<file path="src/rtl/approx_eval_pkg.sv">
// Shared types, default widths and saturating arithmetic for approximate-adder
// characterisation blocks.
package approx_eval_pkg;

  typedef enum logic [1:0] {IDLE, RUN, DRAIN, DONE} state_t;

  localparam int DEF_WIDTH = 16;
  localparam int DEF_CNT_W = 32;
  localparam int DEF_ACC_W = 48;
  localparam int SAT_W     = 64;

  // w-bit unsigned add carried in SAT_W bits (w <= SAT_W); MSB of the result flags clipping.
  function automatic logic [SAT_W:0] sat_add(input logic [SAT_W-1:0] acc,
                                             input logic [SAT_W-1:0] inc,
                                             input int unsigned      w);
    logic [SAT_W:0] sum;
    logic [SAT_W:0] lim;
    lim = (w >= SAT_W) ? {1'b0, {SAT_W{1'b1}}} : (((SAT_W+1)'(1)) << w) - (SAT_W+1)'(1);
    sum = {1'b0, acc} + {1'b0, inc};
    if (sum > lim) sat_add = {1'b1, lim[SAT_W-1:0]};
    else           sat_add = {1'b0, sum[SAT_W-1:0]};
  endfunction

endpackage

</file>
<file path="src/rtl/approx_err_calc.sv">
// Combinational exact sum and absolute error of an approximate WIDTH-bit adder result.
module approx_err_calc #(
  parameter int WIDTH = 16
) (
  input  logic [WIDTH-1:0] a,
  input  logic [WIDTH-1:0] b,
  input  logic [WIDTH:0]   approx_sum,
  output logic [WIDTH:0]   abs_err
);

  logic        [WIDTH:0]   w_exact;
  logic signed [WIDTH+1:0] w_diff;
  logic signed [WIDTH+1:0] w_neg;

  assign w_exact = {1'b0, a} + {1'b0, b};
  assign w_diff  = $signed({1'b0, approx_sum}) - $signed({1'b0, w_exact});
  assign w_neg   = -w_diff;
  // Magnitude never exceeds 2^(WIDTH+1)-1, so dropping the sign bit is lossless.
  assign abs_err = w_diff[WIDTH+1] ? w_neg[WIDTH:0] : w_diff[WIDTH:0];

endmodule

</file>
<file path="src/rtl/approx_err_monitor.sv">
// Windowed error statistics (count, distance sum, worst case) for an approximate adder.
// Two-stage pipeline: stage 1 registers the error, stage 2 is the statistics update.
module approx_err_monitor
  import approx_eval_pkg::*;
#(
  parameter int WIDTH = DEF_WIDTH,
  parameter int CNT_W = DEF_CNT_W,
  parameter int ACC_W = DEF_ACC_W
) (
  input  logic             clk,
  input  logic             rst_n,
  input  logic             start,
  input  logic [CNT_W-1:0] n_samples,
  input  logic             in_valid,
  output logic             in_ready,
  input  logic [WIDTH-1:0] in_a,
  input  logic [WIDTH-1:0] in_b,
  input  logic [WIDTH:0]   in_sum,
  output logic             busy,
  output logic             done,
  output logic [CNT_W-1:0] sample_cnt,
  output logic [CNT_W-1:0] err_cnt,
  output logic [ACC_W-1:0] err_sum,
  output logic [WIDTH:0]   err_max,
  output logic [WIDTH-1:0] max_a,
  output logic [WIDTH-1:0] max_b,
  output logic             acc_sat
);

  state_t           r_state, w_state_nxt;
  logic [CNT_W-1:0] r_len, r_acc_cnt, w_acc_cnt_nxt;
  logic             r_s1_vld;
  logic [WIDTH:0]   r_s1_err;
  logic [WIDTH-1:0] r_s1_a, r_s1_b;
  logic [CNT_W-1:0] r_sample_cnt, r_err_cnt;
  logic [ACC_W-1:0] r_err_sum;
  logic [WIDTH:0]   r_err_max;
  logic [WIDTH-1:0] r_max_a, r_max_b;
  logic             r_acc_sat;
  logic [WIDTH:0]   w_abs_err;
  logic [SAT_W:0]   w_sat;
  logic             w_accept, w_last, w_start_ok;

  approx_err_calc #(.WIDTH(WIDTH)) u_calc (
    .a          (in_a),
    .b          (in_b),
    .approx_sum (in_sum),
    .abs_err    (w_abs_err)
  );

  // Accept is decoded from state rather than in_ready to keep the FSM free of comb loops.
  assign w_accept      = in_valid & (r_state == RUN);
  assign w_start_ok    = start & ((r_state == IDLE) | (r_state == DONE));
  assign w_acc_cnt_nxt = r_acc_cnt + CNT_W'(1);
  assign w_last        = w_accept & (w_acc_cnt_nxt == r_len);
  assign w_sat         = sat_add(SAT_W'(r_err_sum), SAT_W'(r_s1_err), ACC_W);

  always_comb begin
    w_state_nxt = r_state;
    in_ready    = 1'b0;
    busy        = 1'b0;
    done        = 1'b0;
    case (r_state)
      IDLE, DONE: begin
        done = (r_state == DONE);
        if (start) w_state_nxt = (n_samples == '0) ? DONE : RUN;
      end
      RUN: begin
        in_ready = 1'b1;
        busy     = 1'b1;
        if (w_last) w_state_nxt = DRAIN;
      end
      DRAIN: begin
        busy = 1'b1;
        // Stage 2 is the statistics registers, so an empty stage 1 means fully retired.
        if (!r_s1_vld) w_state_nxt = DONE;
      end
      default: w_state_nxt = IDLE;
    endcase
  end

  always_ff @(posedge clk) begin
    if (!rst_n) begin
      r_state      <= IDLE;
      r_len        <= '0;
      r_acc_cnt    <= '0;
      r_s1_vld     <= 1'b0;
      r_s1_err     <= '0;
      r_s1_a       <= '0;
      r_s1_b       <= '0;
      r_sample_cnt <= '0;
      r_err_cnt    <= '0;
      r_err_sum    <= '0;
      r_err_max    <= '0;
      r_max_a      <= '0;
      r_max_b      <= '0;
      r_acc_sat    <= 1'b0;
    end else begin
      r_state  <= w_state_nxt;
      r_s1_vld <= w_accept;
      if (w_accept) begin
        r_s1_err  <= w_abs_err;
        r_s1_a    <= in_a;
        r_s1_b    <= in_b;
        r_acc_cnt <= w_acc_cnt_nxt;
      end
      if (w_start_ok) begin
        r_len        <= n_samples;
        r_acc_cnt    <= '0;
        r_sample_cnt <= '0;
        r_err_cnt    <= '0;
        r_err_sum    <= '0;
        r_err_max    <= '0;
        r_max_a      <= '0;
        r_max_b      <= '0;
        r_acc_sat    <= 1'b0;
      end else if (r_s1_vld) begin
        r_sample_cnt <= r_sample_cnt + CNT_W'(1);
        r_err_cnt    <= r_err_cnt + CNT_W'(r_s1_err != '0);
        r_err_sum    <= w_sat[ACC_W-1:0];
        r_acc_sat    <= r_acc_sat | w_sat[SAT_W];
        if (r_s1_err > r_err_max) begin
          r_err_max <= r_s1_err;
          r_max_a   <= r_s1_a;
          r_max_b   <= r_s1_b;
        end
      end
    end
  end

  assign sample_cnt = r_sample_cnt;
  assign err_cnt    = r_err_cnt;
  assign err_sum    = r_err_sum;
  assign err_max    = r_err_max;
  assign max_a      = r_max_a;
  assign max_b      = r_max_b;
  assign acc_sat    = r_acc_sat;

endmodule

</file>
<file path="config.mk">
export PLATFORM = sky130hd
export DESIGN_NAME = approx_err_monitor
export DESIGN_NICKNAME = d
export VERILOG_FILES = /design/src/rtl/approx_eval_pkg.sv /design/src/rtl/approx_err_calc.sv /design/src/rtl/approx_err_monitor.sv
export SDC_FILE = /design/constraint.sdc
export NUM_CORES = 1
export LEC_CHECK = 0
export ABC_AREA = 0
export CAP_MARGIN = 20
export CORE_MARGIN = 2
export CORE_UTILIZATION = 54
export DETAILED_ROUTE_END_ITERATION = 16
export HOLD_SLACK_MARGIN = 0.08
export PLACE_DENSITY_LB_ADDON = 0.1
export SLEW_MARGIN = 40
export SYNTH_ARGS = -nofsm -noshare
export SYNTH_HDL_FRONTEND = slang
export SYNTH_SLANG_ARGS = --single-unit
</file>
<file path="constraint.sdc">
create_clock -name clk -period 5.99 [get_ports clk]
set_input_delay 1.4975 -clock clk [delete_from_list [all_inputs] [get_ports clk]]
set_output_delay 1.4975 -clock clk [all_outputs]
set_load 0.005 [all_outputs]
</file>
; Yosys cells after proc, flatten, opt, wreduce, memory -nomap -nowiden
; Index checks and enable logic that the tools add are counted.
; Widths: inputs -> output; s select.
[word_totals]
elab_cells = 54
regBits = 278
input_bits = 85
output_inout_bits = 165
[op_classes]
muxes = 10
bitwise = 6
n_reduce_logical = 8
eq_ne = 7
n_lt_le_gt_ge = 2
addsub = 7
[ops]
columns = operator, count
row1 = $mux 65, 1
row2 = $add 32x1->32 const B, 2
row3 = $add 48x17->49, 1
row4 = $gt 49x48->1 const B, 1
row5 = $add 32x1->32, 1
row6 = $eq 32x32->1, 1
row7 = $logic_not 32->1, 1
row8 = $sub 17x17->18, 1
row9 = $add 16x16->17, 1
row10 = $gt 17x17->1, 1
row11 = $mux 17, 1
row12 = $neg 17->17, 1
row13 = $reduce_bool 17->1, 1
row14 = $mux 2, 4
row15 = $ne 2x2->1 const B, 3
row16 = $pmux 2 s3, 1
row17 = $reduce_or 2->1, 3
row18 = $eq 2x2->1 const B, 2
row19 = $and 1x1->1, 3
row20 = $mux 1, 3
row21 = $reduce_and 3->1, 1
row22 = $eq 2x1->1 const B, 1
row23 = $logic_not 2->1, 1
row24 = $or 1x1->1, 2
row25 = 2 further kinds, 2

; Logic depth before layout (Yosys ltp)
; Gate-level depths: netlist (run 1).
[logic_depth]
depth_word = 5
mapped_depth = 15

; By module
; Synthesis (run 1) repeated with hierarchy kept, for this count alone.
[hier_totals]
hier_cells = 1840
hier_area_um2 = 15050.7
[by_module_without_submodules]
columns = module, instances, area_each_um2, seq_area_each_um2, cells_per_inst
row1 = approx_err_monitor, 1, 13387.8, 5565.3, 1623
row2 = approx_err_calc, 1, 1662.8, 0.0, 217

; Least setup slack after synthesis (run 1)
; Ideal clock, no wire load.
[synth_path]
path_kind = in2reg
startpoint = input port in_a[0]
endpoint = register r_s1_err[16]
path_stages = 14
path_buffers = 0
arrival_time_ns = 4.478
slack_ns = 1.379
path_cell_list = inv_1 > fa_1 > ha_1 > nor2_1 > fa_1 > nand2b_1 > a21oi_1 > xor2_1 > nor3_1 > or4b_1 > nor4_2 > a41oi_1 > xnor2_1 > a21oi_1
[synth_via]
elab_chain_cells = 4
[synth_rtl]
columns = item, line_no
row1 = from (decl), approx_err_monitor.sv:16  ; input logic [WIDTH-1:0] in_a,
row2 = $add 16x16->17 (*), approx_err_calc.sv:15  ; assign w_exact = {1'b0, a} + {1'b0, b};
row3 = $sub 17x17->18 (*), approx_err_calc.sv:16  ; assign w_diff = $signed({1'b0, approx_sum}) - $signed({1'b0, w_exact});
row4 = $neg 17->17, approx_err_calc.sv:17  ; assign w_neg = -w_diff;
row5 = $mux 17 (*), approx_err_calc.sv:19  ; assign abs_err = w_diff[WIDTH+1] ? w_neg[WIDTH:0] : w_diff[WIDTH:0];
row6 = to (signal assigned), approx_err_monitor.sv:102  ; r_s1_err <= w_abs_err;
row7 = to (decl), approx_err_monitor.sv:33  ; logic [WIDTH:0] r_s1_err;
; Mark *: on every way between the ends. The rest lies on a longest branch, timed or not.
; A chain may end at the register's enable or synchronous reset.

; Final worst setup path (run 1)
; Same ends and word-level chain as after synthesis.

==> results.md, run 1 <==
- Status: finished, final reports clean
- Number of distinct library cells after synthesis: 73
- Share of layout cells above drive strength 1: a little under 4%
- Via count: 13,871
- DRT iter0 DRCs: between 800 and 900
- Synth-to-Final Area Change: 24.34%
- Sequential share of the synthesized area: approximately 38%
- CTS max path bufs: 3
- Clk slew on worst S/H paths: around 60 ps
- WL per Instance: roughly 16 um
- Cell count after synthesis: 1,851
- Worst Setup End Kind: register
- Placer Congestion: ~0.91
- Final WL: between 30 and 40 mm
- Max-cap violations: 0
- Critical Path Source Type: primary input
- GRT overflow: 0
- Synth Cell Area: about 15,000 um2
- Mean area per synthesized cell: between 8 and 9 um2
- Post-DP Area: between 15,000 and 20,000 um2
- Actual slew at the worst max-slew pin: roughly 820 ps
- Top cell type's share of synthesized area: a little under two fifths
- Worst Skew: a little under 10 ps
- Synth Flop Type: dfxtp_1
- Antenna diode count: 0
- Number of buffers added on ports: 249
- Number of remaining DRC errors: 0
- Largest net degree at the start of global routing: slightly below 80
- ANT nets after route: 0
- Initial antenna violation count: 0
- Core Box Area: approximately 27,000 um2
- CTS tree: yes
- Post-Layout Cell Count: between 2,000 and 2,500
- Max FO, Critical Path: 4
- PwrDens: between 300 and 400 nW/um2
- Cell area after layout: 18,440 um2
- Synth warn: 0
- Die W: 169.7 um
- Total clock sinks: approximately 280
- Post-place setup slack: roughly 470 ps
- Full die area: between 20,000 and 30,000 um2
- Worst Hold Class: reg2reg
- Hold Fails Final Rpt: 0
- # rows: 60
- Post-CTS setup buffers: 0
- Setup WS post-layout: approximately 1000 ps
- Vias in the first global route: 12,718
- Max Slew Vio Count: 0
- Setup TNS: 0 ps
- Worst hold slack: ~460 ps
- Effective utilization at floorplan: between 50% and 60%
- #FFs+latches synth: 278
- Asr flop ratio synth: 0%
- Via density: ~5.8
- Clk_lat worst skew: 550 ps
- Die H: approximately 170 um
- Clock root cell: clkbuf_16
- Leakage Power: about 6.6 nW
- EDFF count, synth: 0
- GRT Resource Usage Total: between 20% and 30%
- Rel. slew slack: 45.01%
- DP HPWL: between 20 and 30 mm
- Largest area contributor in the netlist: dfxtp_1
- Worst vdd ir: 0.0003534 V
- CP required: roughly 6400 ps
- Final Cycle Share: a little over four fifths
- Num CTS Buffers: 30
- Mapped Nets: between 2,000 and 2,500
- Layout Nets: 2,206
- Arrival time worst endpoint: 5390 ps
- Drt first pass iters: 7
- Critical path cell sequence: clkdlybuf4s50_1 > inv_1 > fa_1 > ha_1 > nor2_1 > fa_1 > nand2b_1 > a21oi_1 > xor2_1 > nor3_1 > or4b_1 > nor4_2 > a41oi_1 > xnor2_1 > a21oi_1
- Top cells by area, synth: dfxtp_1 38%, a21oi_1 6.4%, xor2_1 5.8%
- Slowest-stage cell, CP: fa_1
- First-pass GRT wire length: about 63 mm
- # setup viols final: 0
- H-tree Lvls: 1
- Fmax: 0.2003 GHz
- RSZ-0062 raised after global routing: false
- Post_cts resized: 0
- Fin crit period: between 4000 and 5000 ps
- Number of placed cells counting well taps: ~2,400
- Hold buffers post-CTS: 0
- Worst setup path category: in2reg
- Top-Level Pins: 250
- Slowest stage delay, CP: about 550 ps
synthesized netlist by cell type, types with 9 or more instances:
cell type	number
dfxtp_1	278
nand2_1	222
a21oi_1	191
nor2_1	168
nand3_1	109
o21ai_0	109
xor2_1	98
clkbuf_1	79
inv_1	74
xnor2_1	72
ha_1	62
nor3_1	34
nand4_1	32
and3_1	30
or3_1	29
a31oi_1	28
a21o_1	21
a211oi_1	20
nor4_1	19
fa_1	17
o21a_1	14
and2_1	12
and4_1	9
buf_1	9
buf_2	9
o211ai_1	9
registers in the layout, summed over array words and instances, names as in the netlist, 16 cells and up:
| name | count |
|---|---|
| r_s1_b | 16 |
| max_b | 16 |
| r_s1_a | 16 |
| err_max | 17 |
| r_len | 32 |
| r_s1_err | 17 |
| r_acc_cnt | 32 |
| err_sum | 48 |
| max_a | 16 |
| sample_cnt | 32 |
| err_cnt | 32 |
cell families (layout without fill, tap and decap cells):
group           count (synthesis)  count (layout)  share of synthesized area (%)
fa+ha+maj                      79              79                          7.524
buf+inv                       178             390                          4.715
flops                         278             278                          37.52
simple gates                  705             705                          22.81
mux                             8               8                         0.5483
xor+xnor                      170             170                          10.04
compound gates                433             433                          16.85
critical path: cells and delay by family:
kind | cells | cell delay (ps)
simple gates | 5 | 1440
fa+ha+maj | 3 | 1120
buf+inv | 2 | 570
compound gates | 3 | 450
xor+xnor | 2 | 320
metrics by stage:
step,power (mW),util [%]
after floorplan,3.334,-
after global placement,3.819,64.86
after detailed placement,3.862,64.91
after CTS,5.640,68.38
after global routing,5.934,68.43
final,5.628,68.43
final timing paths:
path                from           end  slack (ps)  cells past startpoint
min           r_s1_a[13]    r_s1_a[13]         460                      2
min reg2reg   r_s1_a[13]    r_s1_a[13]         460                      2
max reg2reg  r_s1_err[0]   err_sum[30]        2300                     13
max              in_a[0]  r_s1_err[16]        1000                     15
power by group:
| part | internal (mW) | switching [mW] |
|---|---|---|
| Clock | 1.03 | 0.741 |
| Combinational | 0.602 | 1.14 |
| Sequential | 1.98 | 0.137 |
final cells by class:
class	instances	area, um2
clock buffers	44	864.6
clock inverters	9	70.07
fillers	2285	8508
inverters	76	285.3
multi-input cells	1395	8618
flip-flops and latches	278	5567
well taps	341	426.7
repair buffers	261	2611
layout by cell type (no fill, tap or decap), types with 28 or more instances in the layout:
cell             count
nand2_1            221
inv_1               74
and3_1              29
xnor2_1             72
nand3_1            108
nor2_1             167
dfxtp_1            277
xor2_1              98
clkbuf_16           31
o21ai_0            109
clkdlybuf4s50_1    249
a21oi_1            190
a31oi_1             28
nor3_1              34
ha_1                62
or3_1               29
nand4_1             32
per-layer routing:
layer | vias to the layer above | wire [um] | track usage, % | part of all wire [%]
li1 | 6817 | - | - | -
met1 | 6608 | 17660 | 35.25 | 45
met2 | 378 | 18650 | 44.72 | 48
met3 | 68 | 1932 | 3.288 | 4.9
met4 | 0 | 943 | 7.321 | 2.4
met5 | - | 0 | 0 | 0
Note: power is estimated with default switching activity, not from simulation.
==> inputs of run 2 (changes only) <==
--- a/config.mk
+++ b/config.mk
@@ -8,7 +8,7 @@
 export ABC_AREA = 0
 export CAP_MARGIN = 20
 export CORE_MARGIN = 2
-export CORE_UTILIZATION = 54
+export CORE_UTILIZATION = 49
 export DETAILED_ROUTE_END_ITERATION = 16
 export HOLD_SLACK_MARGIN = 0.08
 export PLACE_DENSITY_LB_ADDON = 0.1
==> constraint.sdc (replaced) <==
create_clock -name clk -period 4.42 [get_ports clk]
set_input_delay 1.105 -clock clk [delete_from_list [all_inputs] [get_ports clk]]
set_output_delay 1.105 -clock clk [all_outputs]
set_load 0.005 [all_outputs]
==> run 2 against run 1 <==
Against the previous run:
- non-clock buffer count up 62
- total power up 47%
- via count up 1.2%
- count of clock-buffer cells in the layout up 1
- clock skew up 3.6 ps
- register-to-register slack worse by 1500 ps
- wire length up 4.2%
- sequential power up 36%
- combinational power up 48%
- final area up 3.9%
- sequential cell count unchanged
- first-iteration DRC count up 16%
==> results.md, run 2 (same netlist as run 1, synthesis figures left out) <==
- Die H: about 180 um
- Worst setup path category: in2reg
- Hold Crit Start: r_s1_b[4]
- CP required: roughly 4800 ps
- Full die area: 31,680 um2
- Met1 Usage GRT: 34.06%
- Hold Fails Final Rpt: 0
- Commonest cells after routing, fill and taps aside: 277 x dfxtp_1, 247 x clkdlybuf4s50_1, 221 x nand2_1
- ANT nets after route: 0
- RSZ-0062 raised after global routing: false
- Share of layout cells above drive strength 1: slightly above 7%
- Worst Hold Class: reg2reg
- H-tree Lvls: 1
- Worst hold slack: between 400 and 500 ps
- PwrDens: 430.3 nW/um2
- # setup viols final: 0
- CTS max path bufs: 3
- WL per Instance: approximately 16 um
- First-pass GRT wire length: ~65 mm
- Top-Level Pins: 250
- DP HPWL: between 20 and 30 mm
- GRT overflow: 0
- Clk_lat worst skew: between 500 and 600 ps
- Max Slew Vio Count: 0
- Layout Nets: around 2,300
- Core Box Area: between 20,000 and 30,000 um2
- Clk slew on worst S/H paths: around 60 ps
- DRT iter0 DRCs: between 900 and 1,000
- Effective utilization at floorplan: about half
- Worst setup path startpoint: in_sum[0]
- Final Cycle Share: between 90% and 100%
- Filler cells: 2,570
- Max-cap violations: 0
- Rel. slew slack: around half
- Total clock sinks: between 200 and 300
- Worst vdd ir: 0.0003625 V
- Setup TNS: 0 ps
- Number of buffers added on ports: between 200 and 250
- Total chip power: around 8.2 mW
- Met2 track demand over resource: a little over two fifths
- Status: finished, final reports clean
- Arrival time worst endpoint: ~4600 ps
- Fmax: 0.2372 GHz
- Post-place setup slack: -642.5 ps
- GRT met3 Usage: 3.410%
- Initial antenna violation count: 0
- Beginning of the worst register-to-register path: r_s1_err[0]
- Placer Congestion: a little over 0.9
- Max reg flops: 48
- Max FO, Critical Path: 4
- Actual slew at the worst max-slew pin: ~730 ps
- Hold buffers post-CTS: 0
- Die W: between 150 and 200 um
- Worst Skew: about 14 ps
- CTS tree: yes
- # rows: 63
- Antenna diode count: 0
- Most common cell after layout, fill and taps aside: dfxtp_1
- Via density: 5.570
- Clock root cell: clkbuf_16
- GR peak layer: met2
- Final WL: slightly above 40 mm
- Setup WS post-layout: between 200 and 250 ps
- Critical Path Source Type: primary input
- GRT Resource Usage Total: around a quarter
- Number of remaining DRC errors: 0
- Worst Setup End Kind: register
- Drt first pass iters: 5
- Num CTS Buffers: 31
- Fin crit period: between 4000 and 5000 ps
- Largest net degree at the start of global routing: roughly 100
- Post-CTS setup buffers: 0
- Leakage Power: 7.000 nW
- Synth-to-Final Area Change: 29.25%
- Via count: 14,031
- Vias in the first global route: 13,156
run 2: layout make-up:
| class | instances | area (um2) | area share [%] |
|---|---|---|---|
| timing repair buffer | 323 | 3077 | 16.05 |
| clock buffer | 45 | 898.4 | 4.686 |
| sequential | 278 | 5567 | 29.04 |
| inverter | 76 | 285.3 | 1.488 |
| clock inverter | 12 | 219.0 | 1.142 |
| tap | 390 | 488.0 | 2.545 |
| multi-input combinational | 1395 | 8637 | 45.05 |
run 2: power breakdown:
group | internal, mW | switching, mW | leakage [nW] | total (mW)
clock network | 1.75 | 1.05 | 0.542 | 2.81
logic | 0.980 | 1.59 | 4.21 | 2.57
registers | 2.68 | 0.193 | 2.25 | 2.87
total | 5.41 | 2.84 | 7.00 | 8.25
run 2: worst max-delay path, stage by stage:
cell,delay [ps]
clkdlybuf4s50_1,470
fa_1,430
inv_1,70
ha_1,150
nor2_1,60
fa_1,370
nand2b_1,170
a21bo_2,210
a21o_1,160
a21boi_2,150
or4b_4,520
nor4_4,330
a41oi_2,170
xnor2_1,180
a21oi_1,80
run 2: per-stage QoR:
| stage | cells | instance area (um2) | util, % |
|---|---|---|---|
| floorplan | 1851 | 14830 | - |
| global placement | 2461 | 17980 | 60.51 |
| detailed placement | 2462 | 18000 | 60.57 |
| CTS | 2519 | 19120 | 64.36 |
| global route | 2519 | 19170 | 64.51 |
| finish | 2519 | 19170 | 64.51 |
run 2: layer usage:
metal	share of wire, %	up-vias
met4	2.2	0
met3	6.1	69
met1	46	6653
li1	-	6950
met5	0	-
met2	46	359
run 2: final timing paths:
path,end,slack (ps),cells past startpoint
setup / recovery,r_s1_err[16],200,15
hold / removal,r_s1_b[4],460,2
setup reg to reg,err_sum[23],820,12
hold reg to reg,r_s1_b[4],460,2
run 2: timing repair:
action | CTS | global route
endpoints found under the setup margin | 2 | 9
pin swaps | 0 | 3
gates resized for setup | 1 | 9
